===== src/rtl/protobuf_field_encoder.sv =====
// Protobuf field encoder: one scalar per input transaction becomes an optional varint key
// followed by a varint, zigzag-varint, fixed32 or fixed64 value on an 8-bit valid/ready stream.
module protobuf_field_encoder #(
  parameter int DATA_W  = 64,
  parameter int FIELD_W = 10,
  parameter int CNT_W   = 16
) (
  input  logic               clock_clk,
  input  logic               reset_reset,
  input  logic               in_valid,
  output logic               in_ready,
  input  logic [DATA_W-1:0]  in_data,
  input  logic [FIELD_W-1:0] in_field,
  input  logic [1:0]         in_mode,
  input  logic               in_tag_en,
  output logic               out_valid,
  input  logic               out_ready,
  output logic [7:0]         out_data,
  output logic               out_last,
  output logic [CNT_W-1:0]   byte_cnt,
  input  logic               cnt_clr
);

  typedef enum logic [1:0] {IDLE, KEY, VAL} state_t;

  state_t           state_q;
  logic             out_valid_q, out_last_q;
  logic [7:0]       out_data_q;
  logic [CNT_W-1:0] cnt_q;

  // Remaining, not-yet-emitted content of the field being encoded.
  logic [63:0] key_q, val_q;
  logic        fixed_q;
  logic [3:0]  fcnt_q;

  logic [63:0] key_d, val_d;
  logic        fixed_d;
  logic [3:0]  fcnt_d;
  logic [2:0]  wt_d;
  logic        xfer, load_in, adv, key_step, val_step;

  function automatic logic [7:0] head_byte(input logic [63:0] v, input logic fx);
    return fx ? v[7:0] : {|v[63:7], v[6:0]};
  endfunction

  function automatic logic [63:0] tail_bits(input logic [63:0] v, input logic fx);
    return fx ? (v >> 8) : (v >> 7);
  endfunction

  function automatic logic head_is_last(input logic [63:0] v, input logic fx, input logic [3:0] n);
    return fx ? (n == 4'd1) : ~|v[63:7];
  endfunction

  always_comb begin
    val_d = '0;
    key_d = '0;
    case (in_mode)
      2'b00:   val_d[DATA_W-1:0] = in_data;
      2'b01:   val_d[DATA_W-1:0] = (in_data << 1) ^ {DATA_W{in_data[DATA_W-1]}};
      2'b10:   val_d[31:0]       = in_data[31:0];
      default: val_d[DATA_W-1:0] = in_data;
    endcase
    case (in_mode)
      2'b10:   wt_d = 3'd5;
      2'b11:   wt_d = 3'd1;
      default: wt_d = 3'd0;
    endcase
    key_d[FIELD_W+2:0] = {in_field, wt_d};
    fixed_d = in_mode[1];
    fcnt_d  = in_mode[0] ? 4'd8 : 4'd4;
  end

  assign in_ready = (state_q == IDLE) && !reset_reset;
  assign xfer     = out_valid_q && out_ready;
  assign load_in  = in_valid && in_ready;
  assign adv      = xfer && !out_last_q;
  assign key_step = adv && (state_q == KEY) && |key_q;
  assign val_step = adv && ((state_q == VAL) || ((state_q == KEY) && !(|key_q)));

  // Field content registers hold no control meaning, so they are left out of reset.
  always_ff @(posedge clock_clk) begin
    if (load_in) begin
      key_q   <= key_d >> 7;
      val_q   <= in_tag_en ? val_d  : tail_bits(val_d, fixed_d);
      fcnt_q  <= in_tag_en ? fcnt_d : fcnt_d - 4'd1;
      fixed_q <= fixed_d;
    end else if (key_step) begin
      key_q <= key_q >> 7;
    end else if (val_step) begin
      val_q  <= tail_bits(val_q, fixed_q);
      fcnt_q <= fcnt_q - 4'd1;
    end
  end

  always_ff @(posedge clock_clk or posedge reset_reset) begin
    if (reset_reset) begin
      state_q     <= IDLE;
      out_valid_q <= 1'b0;
      out_data_q  <= 8'h00;
      out_last_q  <= 1'b0;
      cnt_q       <= '0;
    end else begin
      if (xfer)         cnt_q <= cnt_clr ? CNT_W'(1) : cnt_q + CNT_W'(1);
      else if (cnt_clr) cnt_q <= '0;

      case (state_q)
        IDLE: begin
          if (in_valid) begin
            out_valid_q <= 1'b1;
            if (in_tag_en) begin
              state_q    <= KEY;
              out_data_q <= head_byte(key_d, 1'b0);
              out_last_q <= 1'b0;
            end else begin
              state_q    <= VAL;
              out_data_q <= head_byte(val_d, fixed_d);
              out_last_q <= head_is_last(val_d, fixed_d, fcnt_d);
            end
          end
        end
        KEY: begin
          if (xfer) begin
            if (|key_q) begin
              out_data_q <= head_byte(key_q, 1'b0);
            end else begin
              state_q    <= VAL;
              out_data_q <= head_byte(val_q, fixed_q);
              out_last_q <= head_is_last(val_q, fixed_q, fcnt_q);
            end
          end
        end
        VAL: begin
          if (xfer) begin
            if (out_last_q) begin
              state_q     <= IDLE;
              out_valid_q <= 1'b0;
              out_last_q  <= 1'b0;
            end else begin
              out_data_q <= head_byte(val_q, fixed_q);
              out_last_q <= head_is_last(val_q, fixed_q, fcnt_q);
            end
          end
        end
        default: begin
          state_q     <= IDLE;
          out_valid_q <= 1'b0;
          out_last_q  <= 1'b0;
        end
      endcase
    end
  end

  assign out_valid = out_valid_q;
  assign out_data  = out_data_q;
  assign out_last  = out_last_q;
  assign byte_cnt  = cnt_q;

endmodule


===== config.mk =====
export PLATFORM = sky130hd
export DESIGN_NAME = protobuf_field_encoder
export DESIGN_NICKNAME = d
export VERILOG_FILES = /design/src/rtl/protobuf_field_encoder.sv
export SDC_FILE = /design/constraint.sdc
export NUM_CORES = 1
export LEC_CHECK = 0
export CAP_MARGIN = 20
export CORE_MARGIN = 4
export CORE_UTILIZATION = 35
export DETAILED_ROUTE_END_ITERATION = 7
export PLACE_DENSITY = 0.66
export SLEW_MARGIN = 20
export SYNTH_ARGS = -nofsm -noshare
export SYNTH_HDL_FRONTEND = slang
export SYNTH_SLANG_ARGS = --single-unit

===== constraint.sdc =====
create_clock -name clock_clk -period 13.9 [get_ports clock_clk]
set_clock_uncertainty 0.2 [all_clocks]
set_input_delay 1.39 -clock clock_clk [delete_from_list [all_inputs] [get_ports clock_clk]]
set_output_delay 1.39 -clock clock_clk [all_outputs]
set_load 0.05 [all_outputs]

==> flow_summary.yaml <==
synth:
  synth_top_family_by_area: "compound AO/OA/AOI/OAI gates"
  synth_fa_ha_area_frac: 0.01877
  synth_edf_count: 75
  synth_top_area_frac: 0.2816
  synthesis.nets: 1001
  yosys_warnings: 0
  synth-xor-area-share: 0.08542
  synth_compound_area_frac: 0.2053
  synth_seq_cells: 103
  synth-main-ff-cell: "edfxtp_1"
  syn_avg_cell_area_sq_um: 8.818
  synth_top_area_cell: "edfxtp_1"
  syn_area_sq_um: 7998
  yosys.area_share.simple: 0.1929
  yosysSeqAreaShare: 0.3692
  synthTopCellsByArea: "edfxtp_1 (28%), dfrtp_1 (8.8%), mux2i_1 (7.8%)"
  synth_mux_area_frac: 0.07901
  synthDistinctLibCells: 58
  synthArstFlopShare: 0.2718
  netlist_instances: 907
setup_path:
  worstRegToRegCells: 11
  worstPathRequired_ns: 14.00
  reg2reg_slack_ns: 10.16
  end_kind: "flip-flop"
  crit_chain: "clkdlybuf4s50_1 -> ha_1 -> buf_4 -> nand2b_1 -> o21ai_0 -> nor4_1 -> nand3_1 -> nor4_2 -> o21a_1"
  critPathCapture: "out_last$_DFFE_PP0P_"
  crit_fanout: 64
  r2r-start: "state_q[0]$_DFFE_PP0P_"
  worst_setup_path_start_kind: "input port"
  reg2reg_to: "val_q[9]$_DFFE_PP_"
  slowest_delay_ns: 0.78
  critPathArrivalTime_ns: 5.32
  startpoint: "in_mode[1]"
  critical-path-slowest-cell: "nand2b_1"
  crit_type: "in2reg"
power_and_ir_drop:
  power_density_nw_per_um2: 74.22
  max-vdd-ir-drop_mv: 0.05925
  p_leak_nw: 3.276
clock_network:
  ctsResizeCount: 0
  root_buffer: "clkbuf_16"
  path_clk_slew_ns: 0.08
  numCtsBuffers: 9
  cts_sinks: 103
  cts_hold_buf: 0
  cts_tree: "built"
  clock_latency_ns: 0.36
  postCtsSetupRepairBufs: 0
  cts_buffer_depth: 2
  htree_levels: 3
floorplan:
  start_util: 0.3543
  coreArea_sq_um: 22570
  die_x_um: 159.2
  io_pins: 109
  die_y_um: 159.2
  rows: 55
  dieArea_sq_um: 25330
placement:
  place.gp.congestion: 0.9251
  postPlaceCellArea_sq_um: 9185
  hpwl_mm: 17.75
  port_buffers: 108
drt:
  drt_iter0_markers: 760
  drt-vias-per-instance: 5.948
  routed_wl_mm: 24.27
  drcViolationCount: 0
  routedWlPerCell_um: 19.32
  ant_nets: 0
  dr.pass1.iters: 6
  vias: 7471
outcome:
  outcome: "finished clean"
finish:
  design_area_sq_um: 9489
  drive_above_1_share: 0.05355
  area.growth.synth_to_final_pct: 18.65
  num_antenna_cells: 0
  final_nets: 1060
  post-route-util: 0.4204
global_routing:
  grt_pass1_vias: 6938
  antenna_found_initial: 0
  grt_usage: 0.1840
  grt_max_degree: 70
  grt_pass1_wl_mm: 38.03
  grt.overflow.total: 0
sta:
  hold_viol: 0
  worst_slew_pin_slew_ns: 1.131
  fmax_ghz: 0.1915
  setup_violations: 0
  slew_headroom: 0.2462
  period_minus_slack_ns: 5.221
  rsz0062_at_grt: "no"
  setup-tns-final_ns: 0
  post-route-period-util: 0.3756
  maxSlewViolCount: 0
  timing.hold.ws_ns: 0.3340
job:
  maxCapViolCount: 0
hold_path:
  hold_path.class: "reg2reg"
-- cells in the mapped netlist, types with 3 or more instances --
library cell / count
clkbuf_1: 42
xnor2_1: 68
mux2i_1: 62
and2_1: 3
nand3_1: 27
buf_4: 8
edfxtp_1: 75
a221oi_1: 3
o211ai_1: 6
a211oi_1: 4
a221o_1: 8
o221ai_1: 19
a31oi_1: 3
o22a_1: 4
a21oi_1: 59
o21ai_0: 74
nor4_1: 25
or2_2: 14
nand2b_1: 8
o21a_1: 5
buf_6: 4
nor2b_1: 9
or4_1: 8
xor2_1: 10
a22oi_1: 18
and3_1: 16
nor3_2: 3
nor3_1: 12
dfrtp_1: 28
o21ai_1: 5
inv_1: 13
nor3b_1: 5
nand2_1: 88
ha_1: 12
a21o_1: 4
or3_1: 12
nor2_1: 59
nand4_1: 7
buf_2: 15
o22ai_1: 38
-- cells in the final DEF, fill, tap and decap left out, drive strengths merged, types with 4 or more instances in the layout --
cell             n
nor4            27
or4              8
nor2b            9
nor2            59
o22a             4
nor3b            5
o22ai           38
a21oi           59
nand3           27
mux2i           62
dfrtp           28
xor2            10
edfxtp          75
nand4            7
o21ai           79
a22oi           18
xnor2           68
inv             17
nand2b           8
nand2           88
ha              12
o211ai           6
nor3            15
or2             14
and3            16
clkdlybuf4s50  107
o21a             5
o221ai          19
clkbuf           9
a21o             4
or3             12
a211oi           4
a221o            8
buf             12
-- power by group --
group | internal (mW) | switching, mW
clock network | 0.126 | 0.127
logic | 0.0499 | 0.0747
registers | 0.326 | 0.000378
total | 0.502 | 0.202
-- final cells by class --
class | count | area [sq um]
clock buffer | 9 | 225.2
clock inverter | 7 | 63.81
fill | 2212 | 13080
inverter | 13 | 48.80
multi-input combinational | 720 | 4673
sequential | 103 | 2953
tap | 285 | 356.6
timing repair buffer | 119 | 1169
-- per-stage QoR --
step | power, mW | std cells | setup slack, ns
global route | 0.7312 | 1256 | 8.364
CTS | 0.7041 | 1255 | 8.687
finish | 0.7042 | 1256 | 8.679
detailed placement | 0.4560 | 1239 | 8.302
floorplan | 0.4035 | 907 | 6.460
global placement | 0.4552 | 1239 | 8.432
-- sequential cells by signal, summed over array words and instances, names as in the netlist --
register and flops:
byte_cnt 16, fcnt_q 4, out_data 8, val_q 64, out_last 1, state_q 2, fixed_q 1, out_valid 1
key_q 6
-- critical path: cells and delay by family --
family / cells / cell delay (ns)
AO/OA/AOI/OAI: 2 / 0.55
adder cells (fa/ha/maj): 1 / 0.39
buffers and inverters: 2 / 1.07
AND/OR/NAND/NOR: 4 / 1.90
-- worst min-delay path by stage --
stage               cells past startpoint               startpoint                      end
finish                                  2  out_data[5]$_DFFE_PP0P_  out_data[5]$_DFFE_PP0P_
global route                            2       val_q[3]$_DFFE_PP_  out_data[3]$_DFFE_PP0P_
detailed placement                      2  out_data[5]$_DFFE_PP0P_  out_data[5]$_DFFE_PP0P_
global placement                        2  out_data[0]$_DFFE_PP0P_  out_data[0]$_DFFE_PP0P_
floorplan                               2       val_q[1]$_DFFE_PP_  out_data[1]$_DFFE_PP0P_
CTS                                     2  out_data[6]$_DFFE_PP0P_  out_data[6]$_DFFE_PP0P_
-- per-layer routing --
| layer | track usage | vias up | wire length [um] |
|---|---|---|---|
| met5 | 0 | - | 0 |
| met4 | 0.05404 | 0 | 515 |
| met3 | 0.04116 | 37 | 2522 |
| met2 | 0.2643 | 403 | 10160 |
| met1 | 0.2759 | 3515 | 11070 |
| li1 | - | 3516 | - |
-- kinds of logic (layout without fill, tap and decap cells) --
| kind of cell | count (synthesis) | after routing |
|---|---|---|
| DFF | 103 | 103 |
| AOI/OAI and AO/OA | 263 | 263 |
| buffers and inverters | 84 | 148 |
| adders and majority gates | 12 | 12 |
| and+or+nand+nor | 304 | 304 |
| xor gates and xnor gates | 78 | 78 |
| muxes | 63 | 63 |
Power figures use the tool's default switching activity.
